--- src/rtl/kbd_rx_fifo.sv ---
// kbd_rx_fifo: PS/2 device-to-host receiver with input glitch filter, frame
// checks, inter-edge watchdog and a small word FIFO toward the host.
module kbd_rx_fifo #(
   parameter int DATA_W      = 8,
   parameter int FILT_LEN    = 4,
   parameter int TIMEOUT_CYC = 50000,
   parameter int FIFO_DEPTH  = 4,
   parameter int PARITY_ODD  = 1
) (
   input  logic                          sysclk,
   input  logic                          rstn,
   input  logic                          kbdclk,
   input  logic                          kbddata,
   output logic [DATA_W-1:0]             word,
   output logic                          valid,
   input  logic                          ready,
   output logic [1:0]                    s,
   output logic [$clog2(FIFO_DEPTH):0]   fill,
   output logic                          err_parity,
   output logic                          err_frame,
   output logic                          err_timeout,
   output logic                          err_overflow
);
   localparam int FW = $clog2(FILT_LEN);
   localparam int BW = $clog2(DATA_W);
   localparam int TW = $clog2(TIMEOUT_CYC) + 1;
   localparam int AW = $clog2(FIFO_DEPTH);
   localparam int CW = AW + 1;

   typedef enum logic [1:0] {IDLE = 2'd0, DATA = 2'd1, PARITY = 2'd2, STOP = 2'd3} state_t;

   state_t                           state_q, state_d;
   logic [1:0]                       s1_q, s1_d, s2_q, s2_d, filt_q, filt_d, diff, hit;
   logic [1:0][FW-1:0]               fcnt_q, fcnt_d;
   logic                             kc_prev_q, kc_prev_d, fall, kd;
   logic [BW-1:0]                    bitcnt_q, bitcnt_d;
   logic [DATA_W-1:0]                data_q, data_d;
   logic                             par_q, par_d;
   logic [TW-1:0]                    tcnt_q, tcnt_d;
   logic                             ep_q, ep_d, ef_q, ef_d, et_q, et_d, eo_q, eo_d;
   logic                             push_req, push_ok, pop;
   logic [FIFO_DEPTH-1:0][DATA_W-1:0] mem_q, mem_d;
   logic [AW-1:0]                    wr_q, wr_d, rd_q, rd_d;
   logic [CW-1:0]                    fill_q, fill_d;

   // bit 0 carries kbdclk, bit 1 kbddata; counter tracks consecutive disagreeing samples
   always_comb begin
      s1_d      = {kbddata, kbdclk};
      s2_d      = s1_q;
      kc_prev_d = filt_q[0];
      for (int i = 0; i < 2; i++) begin
         diff[i]   = s2_q[i] != filt_q[i];
         hit[i]    = diff[i] && fcnt_q[i] == FW'(FILT_LEN - 1);
         fcnt_d[i] = (diff[i] && !hit[i]) ? fcnt_q[i] + 1'b1 : '0;
         filt_d[i] = hit[i] ? s2_q[i] : filt_q[i];
      end
   end

   assign fall = kc_prev_q & ~filt_q[0];
   assign kd   = filt_q[1];

   always_ff @(posedge sysclk or negedge rstn)
      if (!rstn) state_q <= IDLE;
      else       state_q <= state_d;

   always_comb begin
      state_d  = state_q;
      bitcnt_d = bitcnt_q;
      data_d   = data_q;
      par_d    = par_q;
      tcnt_d   = (state_q == IDLE || fall) ? '0 : tcnt_q + 1'b1;
      push_req = 1'b0;
      ep_d     = 1'b0;
      ef_d     = 1'b0;
      et_d     = 1'b0;
      if (fall) begin
         case (state_q)
            IDLE: begin
               state_d  = kd ? IDLE : DATA;
               bitcnt_d = '0;
            end
            DATA: begin
               data_d[bitcnt_q] = kd;
               state_d  = (bitcnt_q == BW'(DATA_W - 1)) ? PARITY : DATA;
               bitcnt_d = bitcnt_q + 1'b1;
            end
            PARITY: begin
               par_d   = kd;
               state_d = STOP;
            end
            STOP: begin
               state_d  = IDLE;
               ef_d     = ~kd;
               ep_d     = kd && ((^{data_q, par_q}) != (PARITY_ODD != 0));
               push_req = kd && !ep_d;
            end
         endcase
      end else if (state_q != IDLE && tcnt_d == TW'(TIMEOUT_CYC - 1)) begin
         state_d = IDLE;
         et_d    = 1'b1;
      end
   end

   always_comb begin
      s            = state_q;
      word         = mem_q[rd_q];
      valid        = fill_q != '0;
      fill         = fill_q;
      err_parity   = ep_q;
      err_frame    = ef_q;
      err_timeout  = et_q;
      err_overflow = eo_q;
   end

   // a pop in the same cycle frees the slot, so a full FIFO still accepts
   always_comb begin
      pop     = valid & ready;
      push_ok = push_req & ((fill_q != CW'(FIFO_DEPTH)) | pop);
      eo_d    = push_req & ~push_ok;
      mem_d   = mem_q;
      if (push_ok) mem_d[wr_q] = data_q;
      wr_d    = wr_q + AW'(push_ok);
      rd_d    = rd_q + AW'(pop);
      fill_d  = fill_q + CW'(push_ok) - CW'(pop);
   end

   always_ff @(posedge sysclk or negedge rstn) begin
      if (!rstn) begin
         s1_q      <= '1;
         s2_q      <= '1;
         filt_q    <= '1;
         fcnt_q    <= '0;
         kc_prev_q <= 1'b1;
         bitcnt_q  <= '0;
         data_q    <= '0;
         par_q     <= 1'b0;
         tcnt_q    <= '0;
         ep_q      <= 1'b0;
         ef_q      <= 1'b0;
         et_q      <= 1'b0;
         eo_q      <= 1'b0;
         mem_q     <= '0;
         wr_q      <= '0;
         rd_q      <= '0;
         fill_q    <= '0;
      end else begin
         s1_q      <= s1_d;
         s2_q      <= s2_d;
         filt_q    <= filt_d;
         fcnt_q    <= fcnt_d;
         kc_prev_q <= kc_prev_d;
         bitcnt_q  <= bitcnt_d;
         data_q    <= data_d;
         par_q     <= par_d;
         tcnt_q    <= tcnt_d;
         ep_q      <= ep_d;
         ef_q      <= ef_d;
         et_q      <= et_d;
         eo_q      <= eo_d;
         mem_q     <= mem_d;
         wr_q      <= wr_d;
         rd_q      <= rd_d;
         fill_q    <= fill_d;
      end
   end
endmodule

--- config.mk ---
export PLATFORM = sky130hd
export DESIGN_NAME = kbd_rx_fifo
export DESIGN_NICKNAME = d
export VERILOG_FILES = /design/src/rtl/kbd_rx_fifo.sv
export SDC_FILE = /design/constraint.sdc
export NUM_CORES = 1
export LEC_CHECK = 0
export ABC_AREA = 0
export CORE_ASPECT_RATIO = 0.8
export CORE_MARGIN = 10
export CORE_UTILIZATION = 36
export DETAILED_ROUTE_END_ITERATION = 7
export PLACE_DENSITY = 0.65
export SETUP_SLACK_MARGIN = 0.4
export SKIP_LAST_GASP = 1
export SYNTH_ARGS = -nofsm -noshare
export SYNTH_HDL_FRONTEND = slang
export SYNTH_SLANG_ARGS = --single-unit
export TNS_END_PERCENT = 30
--- constraint.sdc ---
create_clock -name sysclk -period 2.9 [get_ports sysclk]
set_clock_uncertainty 0.05 [all_clocks]
set_input_delay 0.29 -clock sysclk [delete_from_list [all_inputs] [get_ports sysclk]]
set_output_delay 0.29 -clock sysclk [all_outputs]
set_load 0.01 [all_outputs]
# Word level (Yosys, flattened, before mapping)
# Cells that the tools add are included.
# totals
ff_bits,85
output_inout_bits,18
word_cells,102
# op_classes
addsub,8
order_cmp,5
n_eq_ne,10
mux,25
bitwise,9
reduce_logical,22
# op_table
op,n
32-bit bitwise mux,1
17-bit by 1-bit adder with 17-bit output (second input constant),1
17-bit by 16-bit == test with 1-bit output (second input constant),1
17-bit 2-to-1 mux,1
8-bit binary-select mux with 2-bit select,1
8-bit demux with 2-bit select,1
8-bit 2-to-1 mux,2
1-bit 2-to-1 mux,10
2-bit 2-to-1 mux,5
1-bit logical AND,9
9-bit parity,1
8-bit bitwise mux,1
2-bit == test (second input constant),4
2-bit one-hot mux with 4 select lines,1
2-bit by 3-bit < comparator with 1-bit output (second input constant),2
3-bit one-hot mux with 2 select lines,1
2-bit AND reduction,3
2-bit nonzero test,3
2-bit by 1-bit adder with 2-bit output,2
2-bit by 1-bit adder with 2-bit output (second input constant),2
1-bit AND,4
3-bit by 4-bit < comparator with 1-bit output (second input constant),1
1-bit inverter,4
3-bit by 1-bit adder with 3-bit output,1
14 further kinds,17

# Depth between registers and ports, before layout
# logic_depth
word_depth,10
ltp_mapped,12
mapped_depth_nobuf,11

# Worst setup path after synthesis
# OpenSTA, ideal clock, no wires.
# synth_timing
kind,register to register
start,register data_q[4]
end,register fill_q[2] (netlist: fill[2])
setup_time_ps,129
arrival_ps,2723
slack_ps,-1
path_stages_with_launch,13
n_path_buf,1
synth_period_minus_slack_ps,2901
cell_sequence,dfrtp_1 xor2_1 xnor3_1 xnor2_1 or3_1 buf_6 ha_1 inv_1 ha_1 inv_1 fa_1 xnor2_1 xnor2_1
# synth_via
elab_chain_cells,10
# synth_lines
item,line,source
from (decl),37,"logic [DATA_W-1:0] data_q, data_d;"
from (signal assigned),153,data_q <= data_d;
9-bit parity,94,"ep_d = kd && ((^{data_q, par_q}) != (PARITY_ODD != 0));"
1-bit inverter,94,
1-bit logical AND,94,
1-bit logical NOT,95,push_req = kd && !ep_d;
1-bit logical AND,95,
1-bit 2-to-1 mux,77,case (state_q)
1-bit 2-to-1 mux,76,if (fall) begin
1-bit AND,118,push_ok = push_req & ((fill_q != CW'(FIFO_DEPTH)) | pop);
3-bit by 1-bit adder with 3-bit output,124,fill_d = fill_q + CW'(push_ok) - CW'(pop);
3-bit by 1-bit subtractor with 3-bit output,124,
via fill_d[2],44,"logic [CW-1:0] fill_q, fill_d;"
to (signal assigned),163,fill_q <= fill_d;
to (decl),44,
# The timed path passes the listed nets, and every way through them passes these cells.
# A chain may end at the register's enable or synchronous reset.

# Worst setup path after layout
# layout_timing
start,register data_q[0]
end,register fill_q[2] (netlist: fill[2])
# Same word-level chain as after synthesis.

==> results summary <==
The flow ran to the end, and the final reports show no timing, DRC or antenna violations. The top cell type's share of synthesized area is 49.34%. Setup repair after global routing could not meet its margin everywhere.

The total of warnings raised by yosys came out at 0. The fraction of registers with async set or reset after synthesis came out at 100.0%. TritonCTS built the clock tree. The wire length of the first global-routing pass is 12.59 mm. The worst setup path is captured at a register.

The post-detailed-routing wire length came out at 7.389 mm. By count the netlist is led by 78 x sky130_fd_sc_hd__dfrtp_1, 35 x sky130_fd_sc_hd__mux2_2, 22 x sky130_fd_sc_hd__nor2_1. Dividing the detail-routed via count by the number of cells gives 4.939. The top achievable clock speed is 361.0 MHz.

Routability-driven placement finished with a final weighted congestion of 0.7687. The reported max-cap violation count is 0. The clock-pin slew on the worst setup and hold paths is 60 ps. The via count of the first global-routing pass was 2405. The setup path with the least slack is of type register to register. The H-tree depth is 3. The number of nets in the synthesized netlist is 323.

Of the available clock period, the critical path in the final layout requires 95.51%. Entering global routing, the biggest net connects 86 pins. The final route contains 2425 vias. The fraction of layout instances using a drive strength above 1 came out at 29.97%. The number of cell rows came out at 34.

The final-report setup violation count came out at 0. The number of nets with antenna violations after routing came out at 0. The largest buffer count on any clock path is 2. The total of fill cells in the finished design came out at 1009.

The mapped netlist covers 3956 um2. The number of register bits inferred by synthesis is 85. The path class of the tightest hold or removal check is input pin to asynchronous set/reset pin. The number of DRC violations after detailed routing is 0. For this run, the leading register cell type out of synthesis is sky130_fd_sc_hd__dfrtp_1. The clock latency on the worst-skew pair came out at 340 ps.

sky130_fd_sc_hd__dfrtp_1 is the most common cell in the netlist. Power spread over the standard cell area amounts to 848.5 nW/um2. The largest incremental delay on the critical path came out at 460 ps. The cell sitting at the root of the clock tree is a sky130_fd_sc_hd__clkbuf_16. The clock sink total came out at 85. The number of nets in the finished design is 357.

Global routing consumed, over all layers together, 10.28% of the routing resources. The number of antenna violations at the first check in global routing is 0. From synthesis to final layout, the design area changed by 20.08%. STA classifies the critical path startpoint as a register. The standby leakage power is 2.094 nW.

The wire length per cell after detailed routing is 15.05 um. In this run the tightest slew margin relative to its limit is 29.96%. Traced cell by cell, the critical path runs through xnor2_1, xnor3_1, xnor2_2, or3_4, ha_4, inv_4, ha_4, inv_2, fa_2, xnor2_2, xnor2_1.

The number of hold buffers added after CTS was 0. The number of distinct library cells after synthesis came out at 43. The horizontal die dimension came out at 137.2 um. Buffers inserted during clock tree synthesis total 9. The sequential-to-total area share from yosys stat came out at 53.98%.

The smallest clock period supported by the final layout is computed as 2770 ps. The arrival time of data at the critical path endpoint came out at 2940 ps. The floorplan die height is 113.8 um. Averaged over all synthesized cells, the footprint is 12.85 um2. The actual transition at the worst max-transition pin is 1051 ps. The global-route congestion overflow total is 0. In the post-synthesis netlist, the biggest area contributors are sky130_fd_sc_hd__dfrtp_1 49%, sky130_fd_sc_hd__mux2_2 10%, sky130_fd_sc_hd__dfstp_2 4.6%. In this run the worst path has a maximum fanout of 3.

The synthesized netlist cell count came out at 308. The violation count after the first detailed-route iteration came out at 149. At the worst endpoint, the required time is 3070 ps. The number of buffer cells added on primary ports is 22. The total count of max-transition violations in the final report is 0.

The count of pins on the block boundary is 23. The starting density of the core came out at 36.61%. Together, buffers and inverters on the worst path number 2. After floorplanning, the core was sized to cover 10810 um2. The dominant cell type by area after synthesis is sky130_fd_sc_hd__dfrtp_1. The detailed placer's ending HPWL is 5.059 mm. The count of flip-flops with a built-in enable after synthesis is 0. The number of optimization iterations in the first detailed-route pass is 4. The worst-path cell with the longest stage delay is sky130_fd_sc_hd__xnor3_1. The area enclosed by the die boundary is 15610 um2. The count of final hold-check violations is 0. The antenna diode count is 0. Measured on the finished design, the core utilization comes to 43.97%.

The family of cells with the greatest summed delay on the critical path is XOR/XNOR gates. The peak ir drop on the vdd network is 389.2 uV. The setup TNS came out at 0 ps.
sequential cells by signal, summed over array words and instances, names as in the netlist:
name and cells:
par_q 1, err_timeout 1, tcnt_q 17, bitcnt_q 3, data_q 8, s1_q 2, s2_q 2, err_parity 1
fcnt_q 4, s 2, mem_q 32, rd_q 2, err_overflow 1, kc_prev_q 1, fill 3, wr_q 2
filt_q 2, err_frame 1
stage by stage:
step	hold slack, ps	setup slack [ps]	total power, mW	cell area [um2]	instances
floorplan	-55.59	150.7	2.452	3991	308
global placement	296.0	163.1	2.815	4420	474
detailed placement	298.7	132.1	2.859	4420	474
CTS	136.6	134.9	4.038	4726	490
global route	185.2	75.54	4.301	4751	491
finish	109.8	130.3	4.031	4751	491
path summary, 6_finish.rpt:
check | start | to | slack [ps] | cells past startpoint
min reg2reg | s1_q[0] | s2_q[0] | 310 | 0
max reg2reg | data_q[0] | fill[2] | 130 | 11
min in group sysclk | kbdclk | s1_q[0] | 300 | 1
min | rstn | fill[2] | 110 | 1
max in group asynchronous | rstn | rd_q[0] | 1990 | 1
max | data_q[0] | fill[2] | 130 | 11
what timing repair did:
action | in CTS | in global routing
setup endpoints to repair | 34 | 42
pin swaps | 0 | 1
resized for setup | 1 | 5
setup buffers | 0 | 1
kinds of logic after synthesis:
group / count (synthesis) / synth area share (%)
fa+ha+maj: 10 / 3.352
buf+inv: 23 / 2.688
simple gates: 98 / 13.82
flops: 85 / 53.98
xor+xnor: 27 / 6.325
compound gates: 13 / 2.024
mux: 52 / 17.81
placed cells by master, fill, tap and decap left out, types with 7 or more instances in the layout:
cell	synthesis	final
sky130_fd_sc_hd__buf_4	0	14
sky130_fd_sc_hd__clkbuf_16	0	9
sky130_fd_sc_hd__clkdlybuf4s50_1	0	21
sky130_fd_sc_hd__dfrtp_1	78	77
sky130_fd_sc_hd__dfstp_2	7	7
sky130_fd_sc_hd__ha_1	9	7
sky130_fd_sc_hd__inv_1	9	7
sky130_fd_sc_hd__mux2_2	35	35
sky130_fd_sc_hd__mux2_4	8	8
sky130_fd_sc_hd__mux4_2	8	8
sky130_fd_sc_hd__nand2_1	17	17
sky130_fd_sc_hd__nand3_1	10	10
sky130_fd_sc_hd__nor2_1	22	22
sky130_fd_sc_hd__nor3_1	10	10
sky130_fd_sc_hd__xnor2_1	19	17
sky130_fd_sc_hd__xor2_1	7	7
power by group:
group	switching, mW	leakage, nW	internal (mW)	total, mW
Sequential	0.291	1.12	1.41	1.70
Combinational	0.555	0.824	0.627	1.18
Clock	0.463	0.149	0.689	1.15
Total	1.31	2.09	2.72	4.03
layer usage:
metal	vias to the layer above	routed length (um)	GRT usage [%]
met2	38	3154	14.29
li1	1153	-	-
met5	-	0	0
met4	0	74	3.366
met1	1230	3829	14.29
met3	4	331	3.998
final cells by class:
class	instances	area [um2]	share of cell area, %
Clock buffer	10	239.0	5.030
Timing Repair Buffer	36	326.6	6.874
Tap cell	144	180.2	3.792
Clock inverter	6	61.31	1.290
Sequential cell	85	2137	44.98
Inverter	10	45.04	0.9481
Multi-Input combinational cell	200	1762	37.08
Note: power is estimated with default switching activity, not from simulation.
